**config.mk**
```make
export PLATFORM = sky130hd
export DESIGN_NAME = dmem_arbiter_flat
export DESIGN_NICKNAME = d
export VERILOG_FILES = /design/src/rtl/dmem_arbiter_if.sv /design/src/rtl/dmem_arbiter.sv /design/src/flat_wrapper.sv
export SDC_FILE = /design/constraint.sdc
export NUM_CORES = 1
export LEC_CHECK = 0
export ABC_AREA = 0
export CAP_MARGIN = 40
export CORE_AREA = 3 3 117 119
export CTS_CLUSTER_SIZE = 30
export DETAILED_ROUTE_END_ITERATION = 12
export DIE_AREA = 0 0 120 122
export HOLD_SLACK_MARGIN = 0.12
export PLACE_DENSITY = 0.81
export SYNTH_ARGS = -nofsm -noshare
export SYNTH_HDL_FRONTEND = slang
export SYNTH_SLANG_ARGS = --single-unit
```
**constraint.sdc**
```tcl
create_clock -name clk_i -period 1.67 [get_ports clk_i]
set_input_delay 0.334 -clock clk_i [delete_from_list [all_inputs] [get_ports clk_i]]
set_output_delay 0.334 -clock clk_i [all_outputs]
set_load 0.01 [all_outputs]
```
**src/rtl/dmem_arbiter_if.sv**
```systemverilog
// rtl/dmem_arbiter_if.sv - one requester's valid/grant and response bundle; lock line exists only with DMEM_ARB_LOCK_EN
interface dmem_arbiter_if;
    logic        req;
    logic        we;
    logic [31:0] addr;
    logic [31:0] wdata;
`ifdef DMEM_ARB_LOCK_EN
    logic        lock;
`endif
    logic        gnt;
    logic        rvalid;
    logic [31:0] rdata;
    logic        err;

`ifdef DMEM_ARB_LOCK_EN
    modport master (output req, we, addr, wdata, lock, input  gnt, rvalid, rdata, err);
    modport slave  (input  req, we, addr, wdata, lock, output gnt, rvalid, rdata, err);
`else
    modport master (output req, we, addr, wdata, input  gnt, rvalid, rdata, err);
    modport slave  (input  req, we, addr, wdata, output gnt, rvalid, rdata, err);
`endif
endinterface

```
**src/rtl/dmem_arbiter.sv**
```systemverilog
// rtl/dmem_arbiter.sv - two-port round-robin data memory arbiter; optional ownership lock under DMEM_ARB_LOCK_EN
module dmem_arbiter #(
    parameter int unsigned NUM_WORDS = 1024
`ifdef DMEM_ARB_LOCK_EN
   ,parameter int unsigned LOCK_MAX  = 16
`endif
) (
    input  logic          clk_i,
    input  logic          rst_i,
    dmem_arbiter_if.slave r0_s,
    dmem_arbiter_if.slave r1_s,
    output logic          mem_wr_o,
    output logic          mem_read_o,
    output logic [31:0]   mem_addr_o,
    output logic [31:0]   mem_wdata_o,
    input  logic [31:0]   mem_rdata_i
);

`ifdef DMEM_ARB_LOCK_EN
    localparam int unsigned CNT_W = (LOCK_MAX > 2) ? $clog2(LOCK_MAX) : 1;
    localparam logic [CNT_W-1:0] LOCK_LAST = CNT_W'(LOCK_MAX - 1);

    typedef enum logic {ST_ARB, ST_LOCKED} state_e;

    state_e           state_q;
    logic             owner_q;
    logic [CNT_W-1:0] lock_cnt_q;
    logic             win_lock;
`endif

    logic        rr_ptr_q;
    logic        resp_valid_q;
    logic        resp_id_q;
    logic        resp_err_q;
    logic        resp_we_q;
    logic [31:0] resp_wdata_q;

    logic        any_req;
    logic        win_id;
    logic        grant;
    logic        win_we;
    logic [31:0] win_addr;
    logic [31:0] win_wdata;
    logic        in_range;
    logic        mem_go;
    logic [31:0] resp_data;

    // Pick the winner: round-robin in ARB, owner only while locked
    always_comb begin
        any_req = r0_s.req | r1_s.req;
        win_id  = (r0_s.req && r1_s.req) ? rr_ptr_q : r1_s.req;
`ifdef DMEM_ARB_LOCK_EN
        if (state_q == ST_LOCKED) begin
            any_req = owner_q ? r1_s.req : r0_s.req;
            win_id  = owner_q;
        end
`endif
    end

    // Steer the winner's fields to memory; out-of-range accesses never strobe it
    always_comb begin
        grant     = any_req && !rst_i;
        win_we    = win_id ? r1_s.we    : r0_s.we;
        win_addr  = win_id ? r1_s.addr  : r0_s.addr;
        win_wdata = win_id ? r1_s.wdata : r0_s.wdata;
`ifdef DMEM_ARB_LOCK_EN
        win_lock  = win_id ? r1_s.lock  : r0_s.lock;
`endif
        in_range  = (win_addr < 32'(NUM_WORDS));
        mem_go    = grant && in_range;

        r0_s.gnt    = grant && !win_id;
        r1_s.gnt    = grant &&  win_id;
        mem_wr_o    = mem_go &&  win_we;
        mem_read_o  = mem_go && !win_we;
        mem_addr_o  = mem_go ? win_addr  : 32'd0;
        mem_wdata_o = mem_go ? win_wdata : 32'd0;
    end

    // Route the one-cycle-late response to whoever was granted last cycle
    always_comb begin
        if (resp_err_q)     resp_data = 32'd0;
        else if (resp_we_q) resp_data = resp_wdata_q;
        else                resp_data = mem_rdata_i;

        r0_s.rvalid = !rst_i && resp_valid_q && !resp_id_q;
        r1_s.rvalid = !rst_i && resp_valid_q &&  resp_id_q;
        r0_s.err    = r0_s.rvalid && resp_err_q;
        r1_s.err    = r1_s.rvalid && resp_err_q;
        r0_s.rdata  = r0_s.rvalid ? resp_data : 32'd0;
        r1_s.rdata  = r1_s.rvalid ? resp_data : 32'd0;
    end

    // Response pipeline, round-robin pointer and lock FSM
    always_ff @(posedge clk_i) begin
        if (rst_i) begin
            rr_ptr_q     <= 1'b0;
            resp_valid_q <= 1'b0;
            resp_id_q    <= 1'b0;
            resp_err_q   <= 1'b0;
            resp_we_q    <= 1'b0;
            resp_wdata_q <= 32'd0;
`ifdef DMEM_ARB_LOCK_EN
            state_q      <= ST_ARB;
            owner_q      <= 1'b0;
            lock_cnt_q   <= '0;
`endif
        end else begin
            resp_valid_q <= grant;
            resp_id_q    <= win_id;
            resp_err_q   <= grant && !in_range;
            resp_we_q    <= win_we;
            resp_wdata_q <= win_wdata;
`ifdef DMEM_ARB_LOCK_EN
            case (state_q)
                ST_ARB: begin
                    if (grant) begin
                        rr_ptr_q <= ~win_id;
                        if (win_lock) begin
                            state_q    <= ST_LOCKED;
                            owner_q    <= win_id;
                            lock_cnt_q <= '0;
                        end
                    end
                end
                ST_LOCKED: begin
                    // Release on an unlocking access or when the hold budget runs out
                    if ((grant && !win_lock) || (lock_cnt_q == LOCK_LAST)) begin
                        state_q    <= ST_ARB;
                        rr_ptr_q   <= ~owner_q;
                        lock_cnt_q <= '0;
                    end else begin
                        lock_cnt_q <= lock_cnt_q + 1'b1;
                    end
                end
                default: state_q <= ST_ARB;
            endcase
`else
            if (grant) rr_ptr_q <= ~win_id;
`endif
        end
    end

endmodule

```
**src/flat_wrapper.sv**
```systemverilog
// flat-port wrapper written by rule: the top's interface ports become plain ports
module dmem_arbiter_flat 
#(
    parameter int unsigned NUM_WORDS = 1024

)
  (clk_i, rst_i, mem_wr_o, mem_read_o, mem_addr_o, mem_wdata_o, mem_rdata_i, r0_s_req, r0_s_we, r0_s_addr, r0_s_wdata, r0_s_gnt, r0_s_rvalid, r0_s_rdata, r0_s_err, r1_s_req, r1_s_we, r1_s_addr, r1_s_wdata, r1_s_gnt, r1_s_rvalid, r1_s_rdata, r1_s_err);
  dmem_arbiter_if r0_s_i ();
  dmem_arbiter_if r1_s_i ();
  input  logic clk_i;
  input  logic rst_i;
  output logic mem_wr_o;
  output logic mem_read_o;
  output logic [31:0] mem_addr_o;
  output logic [31:0] mem_wdata_o;
  input  logic [31:0] mem_rdata_i;
  input wire logic [$bits(r0_s_i.req)-1:0] r0_s_req;
  input wire logic [$bits(r0_s_i.we)-1:0] r0_s_we;
  input wire logic [$bits(r0_s_i.addr)-1:0] r0_s_addr;
  input wire logic [$bits(r0_s_i.wdata)-1:0] r0_s_wdata;
  output wire logic [$bits(r0_s_i.gnt)-1:0] r0_s_gnt;
  output wire logic [$bits(r0_s_i.rvalid)-1:0] r0_s_rvalid;
  output wire logic [$bits(r0_s_i.rdata)-1:0] r0_s_rdata;
  output wire logic [$bits(r0_s_i.err)-1:0] r0_s_err;
  input wire logic [$bits(r1_s_i.req)-1:0] r1_s_req;
  input wire logic [$bits(r1_s_i.we)-1:0] r1_s_we;
  input wire logic [$bits(r1_s_i.addr)-1:0] r1_s_addr;
  input wire logic [$bits(r1_s_i.wdata)-1:0] r1_s_wdata;
  output wire logic [$bits(r1_s_i.gnt)-1:0] r1_s_gnt;
  output wire logic [$bits(r1_s_i.rvalid)-1:0] r1_s_rvalid;
  output wire logic [$bits(r1_s_i.rdata)-1:0] r1_s_rdata;
  output wire logic [$bits(r1_s_i.err)-1:0] r1_s_err;
  assign r0_s_i.req = r0_s_req;
  assign r0_s_i.we = r0_s_we;
  assign r0_s_i.addr = r0_s_addr;
  assign r0_s_i.wdata = r0_s_wdata;
  assign r0_s_gnt = r0_s_i.gnt;
  assign r0_s_rvalid = r0_s_i.rvalid;
  assign r0_s_rdata = r0_s_i.rdata;
  assign r0_s_err = r0_s_i.err;
  assign r1_s_i.req = r1_s_req;
  assign r1_s_i.we = r1_s_we;
  assign r1_s_i.addr = r1_s_addr;
  assign r1_s_i.wdata = r1_s_wdata;
  assign r1_s_gnt = r1_s_i.gnt;
  assign r1_s_rvalid = r1_s_i.rvalid;
  assign r1_s_rdata = r1_s_i.rdata;
  assign r1_s_err = r1_s_i.err;
  dmem_arbiter #(.NUM_WORDS(NUM_WORDS)) u_core (.clk_i(clk_i), .rst_i(rst_i), .r0_s(r0_s_i), .r1_s(r1_s_i), .mem_wr_o(mem_wr_o), .mem_read_o(mem_read_o), .mem_addr_o(mem_addr_o), .mem_wdata_o(mem_wdata_o), .mem_rdata_i(mem_rdata_i));
endmodule
```
**Word level (Yosys, flattened, before mapping)**

Cells that the tools add are included.

- Word-level logic and storage cells: 37
- Input bits: 166
- Memories kept: 0
- Memory bits (writable): 0
- Bits in latches: 0
- Bits in registers: 37
- Memory bits (read-only): 0

- Bitwise logic cells: 2
- Multipliers: 0
- Eq/ne operators: 0
- Shifts and indexed selects: 0
- Mux-type cells: 10
- Div/mod/pow operators: 0
- $add $sub $neg: 0
- Reduce and logical (&&, ||, !) cells: 18
- Order comparisons: 1

Operators by type and width:

| operator | count |
|---|---|
| 32-bit two-way mux | 8 |
| 32-bit by 11-bit < comparator with 1-bit output (second input constant) | 1 |
| 1-bit logical AND | 13 |
| 1-bit logical NOT | 5 |
| 1-bit two-way mux | 2 |
| 1-bit inverter | 1 |
| 1-bit bitwise OR | 1 |

**Logic depth before layout (Yosys ltp)**

Gate-level depths: netlist of the first run.

- Depth after elaboration: 6
- Gate-level depth with buffers: 7
- Mapped depth without buffers: 5

**Worst setup path after synthesis of the first run**

Ideal clock, no wire load.

- Path kind: input port to output port
- Start point: in r1_s_addr[31]
- End point: out mem_wr_o
- Stages on the path: 5
- Required time: 1.336 ns
- Arrival: 1.457 ns
- Setup slack: -0.121 ns
- Cells stage by stage: nor4_1 nand4_1 or2_1 buf_6 o32ai_2

- Cells in the longest elaborated chain, start to end: 4

RTL lines:

| element | line | RTL |
|---|---|---|
| start, declared | flat_wrapper.sv:27 | `input wire logic [$bits(r1_s_i.addr)-1:0] r1_s_addr;` |
| 32-bit two-way mux | dmem_arbiter.sv:64 | `win_addr = win_id ? r1_s.addr : r0_s.addr;` |
| 32-bit by 11-bit < comparator with 1-bit output | dmem_arbiter.sv:69 | `in_range = (win_addr < 32'(NUM_WORDS));` |
| 1-bit logical AND | dmem_arbiter.sv:70 | `mem_go = grant && in_range;` |
| 1-bit logical AND | dmem_arbiter.sv:74 | `mem_wr_o = mem_go && win_we;` |
| end, declared | flat_wrapper.sv:12 | `output logic mem_wr_o;` |

No other way between the ends.

**Worst setup path after layout of the first run**

- Start point: in r1_s_addr[20]
- End point: out mem_wdata_o[17]

- Cells in the longest elaborated chain, start to end: 4

RTL lines:

| element | line | RTL |
|---|---|---|
| 32-bit two-way mux | dmem_arbiter.sv:64 |  |
| 32-bit by 11-bit < comparator with 1-bit output | dmem_arbiter.sv:69 |  |
| 1-bit logical AND | dmem_arbiter.sv:70 |  |
| 32-bit two-way mux | dmem_arbiter.sv:77 | `mem_wdata_o = mem_go ? win_wdata : 32'd0;` |
| end, declared | flat_wrapper.sv:15 | `output logic [31:0] mem_wdata_o;` |

No other way between the ends.

==> results.md, run 1 <==
* Pins Over Slew Limit at 0
* Clock buffer count from CTS at 5
* PD cells at 472 nW/um^2
* Nets at approximately 950
* Synth warn at 0
* Register area share after synthesis at 0.237
* Grt ovf at 0
* Hold path startpoint: rst_i
* Core area at about 13000 um^2
* Port Buffers at ~280
* CTS root buffer: clkbuf_16
* Initial antenna violation count at 3
* Layout area overhead at 152%
* Required @ worst endpoint at 1.34 ns
* Share of the synthesized area in the top cell type at 0.237
* CP Capture Type: primary output
* RSZ-0062 raised after global routing: true
* Register area at 754 um^2
* GRT Util Overall at 0.223
* Largest fanout on the critical path at 7
* Period utilization at 1.25
* # DRC at 0
* Non-Filler Instances at between 900 and 1k
* Synthesized area at 3130 um^2
* Hold Violations, Final at 0
* Bufs on Longest Clock Path at 2
* Layout cell share with drive strength beyond 1 at 0.518
* Synth Register Bits at 37
* Drt wl/cell at between 15 and 20 um
* Worst hold path depth at 3
* Top-count cell post-synth: nand2_1
* Mapped Cells at ~440
* Fill count at 1027
* Initial Util at 0.247
* Row count at between 40 and 50
* First-pass GRT wire length at between 20000 and 30000 um
* Die area at 14600 um^2
* Largest net degree at the start of global routing at 35
* Post-synthesis async set-or-reset flop share at 0
* Final GP Congestion at roughly 0.91
* Commonest cells post-synth: nand2_1 (120), nor3_1 (64), dfxtp_1 (37)
* Multi-input logic area at 2920 um^2
* Clock Skews at 0.00127 ns
* Iteration-0 DRC Markers at 279
* FMAX at 0.479 GHz
* HPWL after detailed placement at 12600 um
* Outcome: complete, but fails checks
* Tmin final at 2.09 ns
* VDD IR max at 0.465 mV
* Final core occ at 0.623
* IO Count at 302
* Via Count at 4723
* Reg clk slew, reported paths at 0.06 ns
* Maxcap violations at 0
* Placed Instances at 911
* Clock sinks at 37
* Die Y at 122 um
* Antenna-violating nets left at 0
* Leak Pwr at between 3 and 4 nW
* Die width at 120 um
* Number of synthesized flops with an enable pin at 0
* Failing checks: setup timing
* CTS tree: yes
* Routed wire length at 18500 um
* H-tree levels at 2
* Hold Path Class: in2reg
* Launch point of the worst path: r1_s_addr[20]
* Synth top area cells: dfxtp_1 (24%), nand2_1 (14%), mux2i_1 (10%)
* Final setup fails at 100
* Ys flop type: dfxtp_1
* Via density at 4.91
* Worst reg-to-reg path cell count at 7
* Cell taking the most area after synthesis: dfxtp_1
* First-pass detailed-route iteration total at 5
* Post-CTS Hold Buffers at 0
* Later-pin clock latency in the skew report at between 0.2 and 0.3 ns
* Yosys cell types at 30
* Vias in the first global route at ~4.7k
* Crit path launch type: input port
* CP arrival at 1.75 ns
* Syn Area/Cell at 7.19 um^2
* Final worst slack at -0.418 ns
* R2R Path Start: u_core.rr_ptr_q$_SDFFE_PP0P_
* Worst setup path class: in2out
[worst max-delay path, cell delays in order]
cell	delay (ns)
buf_2	0.11
nor4_4	0.24
nand4_1	0.14
buf_4	0.16
or2_4	0.33
clkbuf_16	0.19
o22ai_2	0.09
buf_2	0.15
[cells in the final DEF, fill, tap and decap left out, types with 4 or more instances in the layout]
cell	instances
buf_16	8
nor3_1	15
buf_6	50
a32o_1	7
nand2_1	117
nor3_2	43
o22ai_4	10
conb_1	22
o22ai_2	15
mux2i_4	22
mux2i_2	9
dfxtp_1	32
buf_4	52
a32o_2	11
dlygate4sd2_1	7
nor4_4	6
clkbuf_16	11
clkdlybuf4s50_1	118
buf_8	4
clkdlybuf4s15_1	11
inv_1	7
a21oi_1	35
buf_12	21
nor4_2	4
buf_2	106
nor3_4	7
[layout make-up]
| cell class | instances | share of cell area |
|---|---|---|
| repair buffers | 389 | 0.476 |
| multi-input cells | 344 | 0.370 |
| flip-flops and latches | 37 | 0.0956 |
| well taps | 172 | 0.0273 |
| clock buffers | 5 | 0.0159 |
| clock inverters | 3 | 0.00872 |
| inverters | 11 | 0.00618 |
| diodes | 1 | 0.000317 |
[timing repair]
action / in CTS / in global routing
endpoints found under the setup margin: 115 / 112
gates cloned: 10 / 6
pin swaps: 55 / 34
gates resized for setup: 721 / 111
buffers inserted: 24 / 6
[final timing paths]
| path | to | slack (ns) |
|---|---|---|
| setup reg to reg | u_core.resp_wdata_q[22]$_SDFF_PP0_ | 0.10 |
| hold reg to reg | u_core.rr_ptr_q$_SDFFE_PP0P_ | 0.48 |
| hold / removal | u_core.resp_valid_q$_SDFF_PP0_ | 0.38 |
| setup / recovery | mem_wdata_o[17] | -0.42 |
[state kept, by name (all words and copies together), names as in the netlist]
name / count
u_core.resp_err_q: 1
u_core.resp_we_q: 1
u_core.rr_ptr_q: 1
u_core.resp_wdata_q: 32
u_core.resp_id_q: 1
u_core.resp_valid_q: 1
[routing by layer]
layer,vias up,wire [um],track usage
met5,-,23,0
met1,2182,7250,0.267
met3,53,1220,0.0413
met4,4,609,0.0888
li1,2208,-,-
met2,276,9370,0.396
[cells by family after synthesis]
group                  synth area share
muxes                             0.102
DFF                               0.237
AOI/OAI and AO/OA                 0.218
buffers and inverters             0.134
and+or+nand+nor                   0.308
other                           0.00120
[power breakdown]
| group | total [mW] | switching (mW) | internal [mW] |
|---|---|---|---|
| registers | 1.01 | 0.0655 | 0.948 |
| clock network | 1.24 | 0.381 | 0.861 |
| logic | 1.47 | 0.639 | 0.830 |
[metrics by stage]
step	total power, mW	setup TNS (ns)	hold WS (ns)	area (um^2)	setup WS (ns)
after floorplan	1.41	-2.37	0.470	3320	-0.0795
after global placement	2.10	-102.58	0.488	6600	-1.11
after detailed placement	2.11	-104.92	0.496	6600	-1.14
after CTS	3.56	-23.63	0.378	7170	-0.402
after global routing	3.88	-31.29	0.380	7890	-0.515
final	3.73	-24.07	0.375	7890	-0.418
Note: power is estimated with default switching activity, not from simulation.
==> run 2: changes to the inputs <==
==> constraint.sdc (replaced) <==
create_clock -name clk_i -period 1.9 [get_ports clk_i]
set_input_delay 0.38 -clock clk_i [delete_from_list [all_inputs] [get_ports clk_i]]
set_output_delay 0.38 -clock clk_i [all_outputs]
set_load 0.01 [all_outputs]
==> results.md, run 2 (synthesized netlist as in run 1, its figures left out) <==
* Die area at 14600 um^2 (unchanged)
* Layout area overhead at 124%
* First-pass detailed-route iteration total at 4 (-1)
* Maxcap violations at 0 (unchanged)
* Routed wire length at 18900 um (+2.3%)
* Clock buffer count from CTS at 5 (unchanged)
* Initial Util at 0.247 (unchanged)
* Die width at 120 um (unchanged)
* Iteration-0 DRC Markers at 353 (+27%)
* Final GP Congestion at 0.844 (-7.0%)
* Non-Filler Instances at 949 (-1.4%)
* Flip-flop count of the largest register after layout at 32 (unchanged)
* PD cells at 395 nW/um^2 (-16%)
* Worst setup path class: in2out
* CTS tree: yes
* First-pass GRT wire length at 27000 um (+5.5%)
* Reg clk slew, reported paths at 0.05 ns (about the same)
* GRT Util Overall at 0.239 (+0.0156)
* Combinational share of power at 0.390 (-0.005)
* Final setup fails at 44 (-56%)
* Later-pin clock latency in the skew report at 0.28 ns (about the same)
* HPWL after detailed placement at 12800 um (+1.0%)
* Via density at 4.88 (-0.63%)
* CP Capture Type: primary output
* Hold Violations, Final at 0 (unchanged)
* Period utilization at 1.16
* Vias in the first global route at 4670 (-1.5%)
* Clock power share at 0.292 (-0.041)
* Final worst slack at -0.301 ns (+0.117 ns)
* Most used cells in the layout excluding fill and tap cells: buf_2 (120), clkdlybuf4s50_1 (118), nand2_1 (117)
* Port Buffers at 279 (unchanged)
* Drt wl/cell at 19.9 um (+3.7%)
* Leak Pwr at 3.12 nW (-6.9%)
* Placed Instances at 898 (-1.4%)
* RSZ-0062 raised after global routing: true
* Tmin final at 2.20 ns
* Crit path launch type: input port
* Die Y at 122 um (unchanged)
* Failing checks: setup timing
* Pins Over Slew Limit at 0 (unchanged)
* Dpl ws at -0.982 ns (+0.153 ns)
* Initial antenna violation count at 1 (-2)
* Row count at 41 (unchanged)
* Via Count at 4630 (-2.0%)
* FMAX at roughly 0.45 GHz
* # DRC at 0 (unchanged)
* Grt ovf at 0 (unchanged)
* Clock sinks at 37 (unchanged)
* Required @ worst endpoint at 1.52 ns (+0.18 ns)
* Pint at 1.95 mW (-26%)
* IO Count at 302 (unchanged)
* Core area at 12700 um^2 (unchanged)
* Clock Skews at 0.00414 ns (+0.00287 ns)
* Outcome: complete, but fails checks
* Bufs on Longest Clock Path at 2 (unchanged)
* H-tree levels at 2 (unchanged)
* CTS root buffer: clkbuf_16
* Flop pwr share at 0.318 (+0.046)
* Tot Pwr at 2.77 mW (-26%)
* Antenna-violating nets left at 0 (unchanged)
* CP arrival at 1.82 ns (+0.07 ns)
* Largest fanout on the critical path at 4 (-3)
* Reg with most FFs: u_core.resp_wdata_q
* Layout cell share with drive strength beyond 1 at 0.412 (-0.106)
* Nets at 942 (-1.3%)
* VDD IR max at 0.258 mV (-45%)
* Fill count at 1186 (+15%)
* Sw Ratio at 0.296 (+0.00419)
* Largest net degree at the start of global routing at 44 (+26%)
* Hold Path Class: in2reg
* Commonest non-fill, non-tap cell in the layout: buf_2
* Switch Pwr at 0.820 mW (-24%)
## run 2: changes by cell type in the layout (fill, tap and decap cells not counted), moves of 7 or more
cell / before / now
mux2i_1: 1 / 27
buf_6: 50 / 31
buf_2: 106 / 120
a32o_2: 11 / 1
a32o_1: 7 / 17
mux2i_4: 22 / 1
nor3_2: 43 / 8
dlygate4sd2_1: 7 / 14
nor3_1: 15 / 55
## run 2: worst max-delay path: stages
cell	delay, ns
clkdlybuf4s15_1	0.21
nor4_4	0.14
nand4_1	0.14
and3b_2	0.36
bufbuf_16	0.30
a32o_1	0.16
buf_2	0.13
## run 2: what timing repair did
item | in CTS | in global routing
buffers inserted | 24 | 2
endpoints found under the setup margin | 114 | 138
pin swaps | 32 | 34
gates resized for setup | 644 | 48
gates cloned | 14 | 4
hold buffers | 0 | 0
## run 2: final cells by class
| type | count | area (um^2) | area share |
|---|---|---|---|
| multi-input cells | 344 | 2380 | 0.340 |
| inverters | 11 | 41.3 | 0.00588 |
| well taps | 172 | 215 | 0.0307 |
| clock buffers | 7 | 143 | 0.0203 |
| repair buffers | 377 | 3480 | 0.496 |
| flip-flops and latches | 37 | 751 | 0.107 |
| diodes | 1 | 2.50 | 0.000357 |
## run 2: power by group through the flow
stage	registers [mW]	logic, mW	clock network (mW)
detailed placement	0.891	0.936	0
CTS	0.882	1.02	0.820
floorplan	0.860	0.374	0
global placement	0.890	0.928	0
finish	0.883	1.08	0.809
global route	0.889	1.16	0.853
## run 2: worst paths after layout
| path | from | end | depth (start not counted) | slack, ns |
|---|---|---|---|---|
| setup / recovery | r0_s_addr[17] | mem_wdata_o[6] | 7 | -0.30 |
| hold / removal | r0_s_req | u_core.resp_valid_q$_SDFF_PP0_ | 3 | 0.42 |
| setup reg to reg | u_core.rr_ptr_q$_SDFFE_PP0P_ | u_core.resp_wdata_q[23]$_SDFF_PP0_ | 11 | 0.05 |
| hold reg to reg | u_core.rr_ptr_q$_SDFFE_PP0P_ | u_core.rr_ptr_q$_SDFFE_PP0P_ | 2 | 0.50 |
## run 2: per-stage QoR
step           hold slack, ns  cell area, um^2  setup TNS [ns]   util
2_1_floorplan           0.478             3210               0      -
6_report                0.418             7020           -8.76  0.554
5_1_grt                 0.419             7020          -12.78  0.554
3_3_place_gp            0.486             6420          -81.84  0.506
3_5_place_dp            0.501             6420          -84.45  0.506
4_1_cts                 0.422             6730           -8.26  0.531
## run 2: metal layers
layer	track usage	wire [um]	vias to the layer above
li1	-	-	2177
met1	0.300	7790	2156
met2	0.421	9350	262
met3	0.0353	1150	35
met4	0.0752	621	0
met5	0	0	-
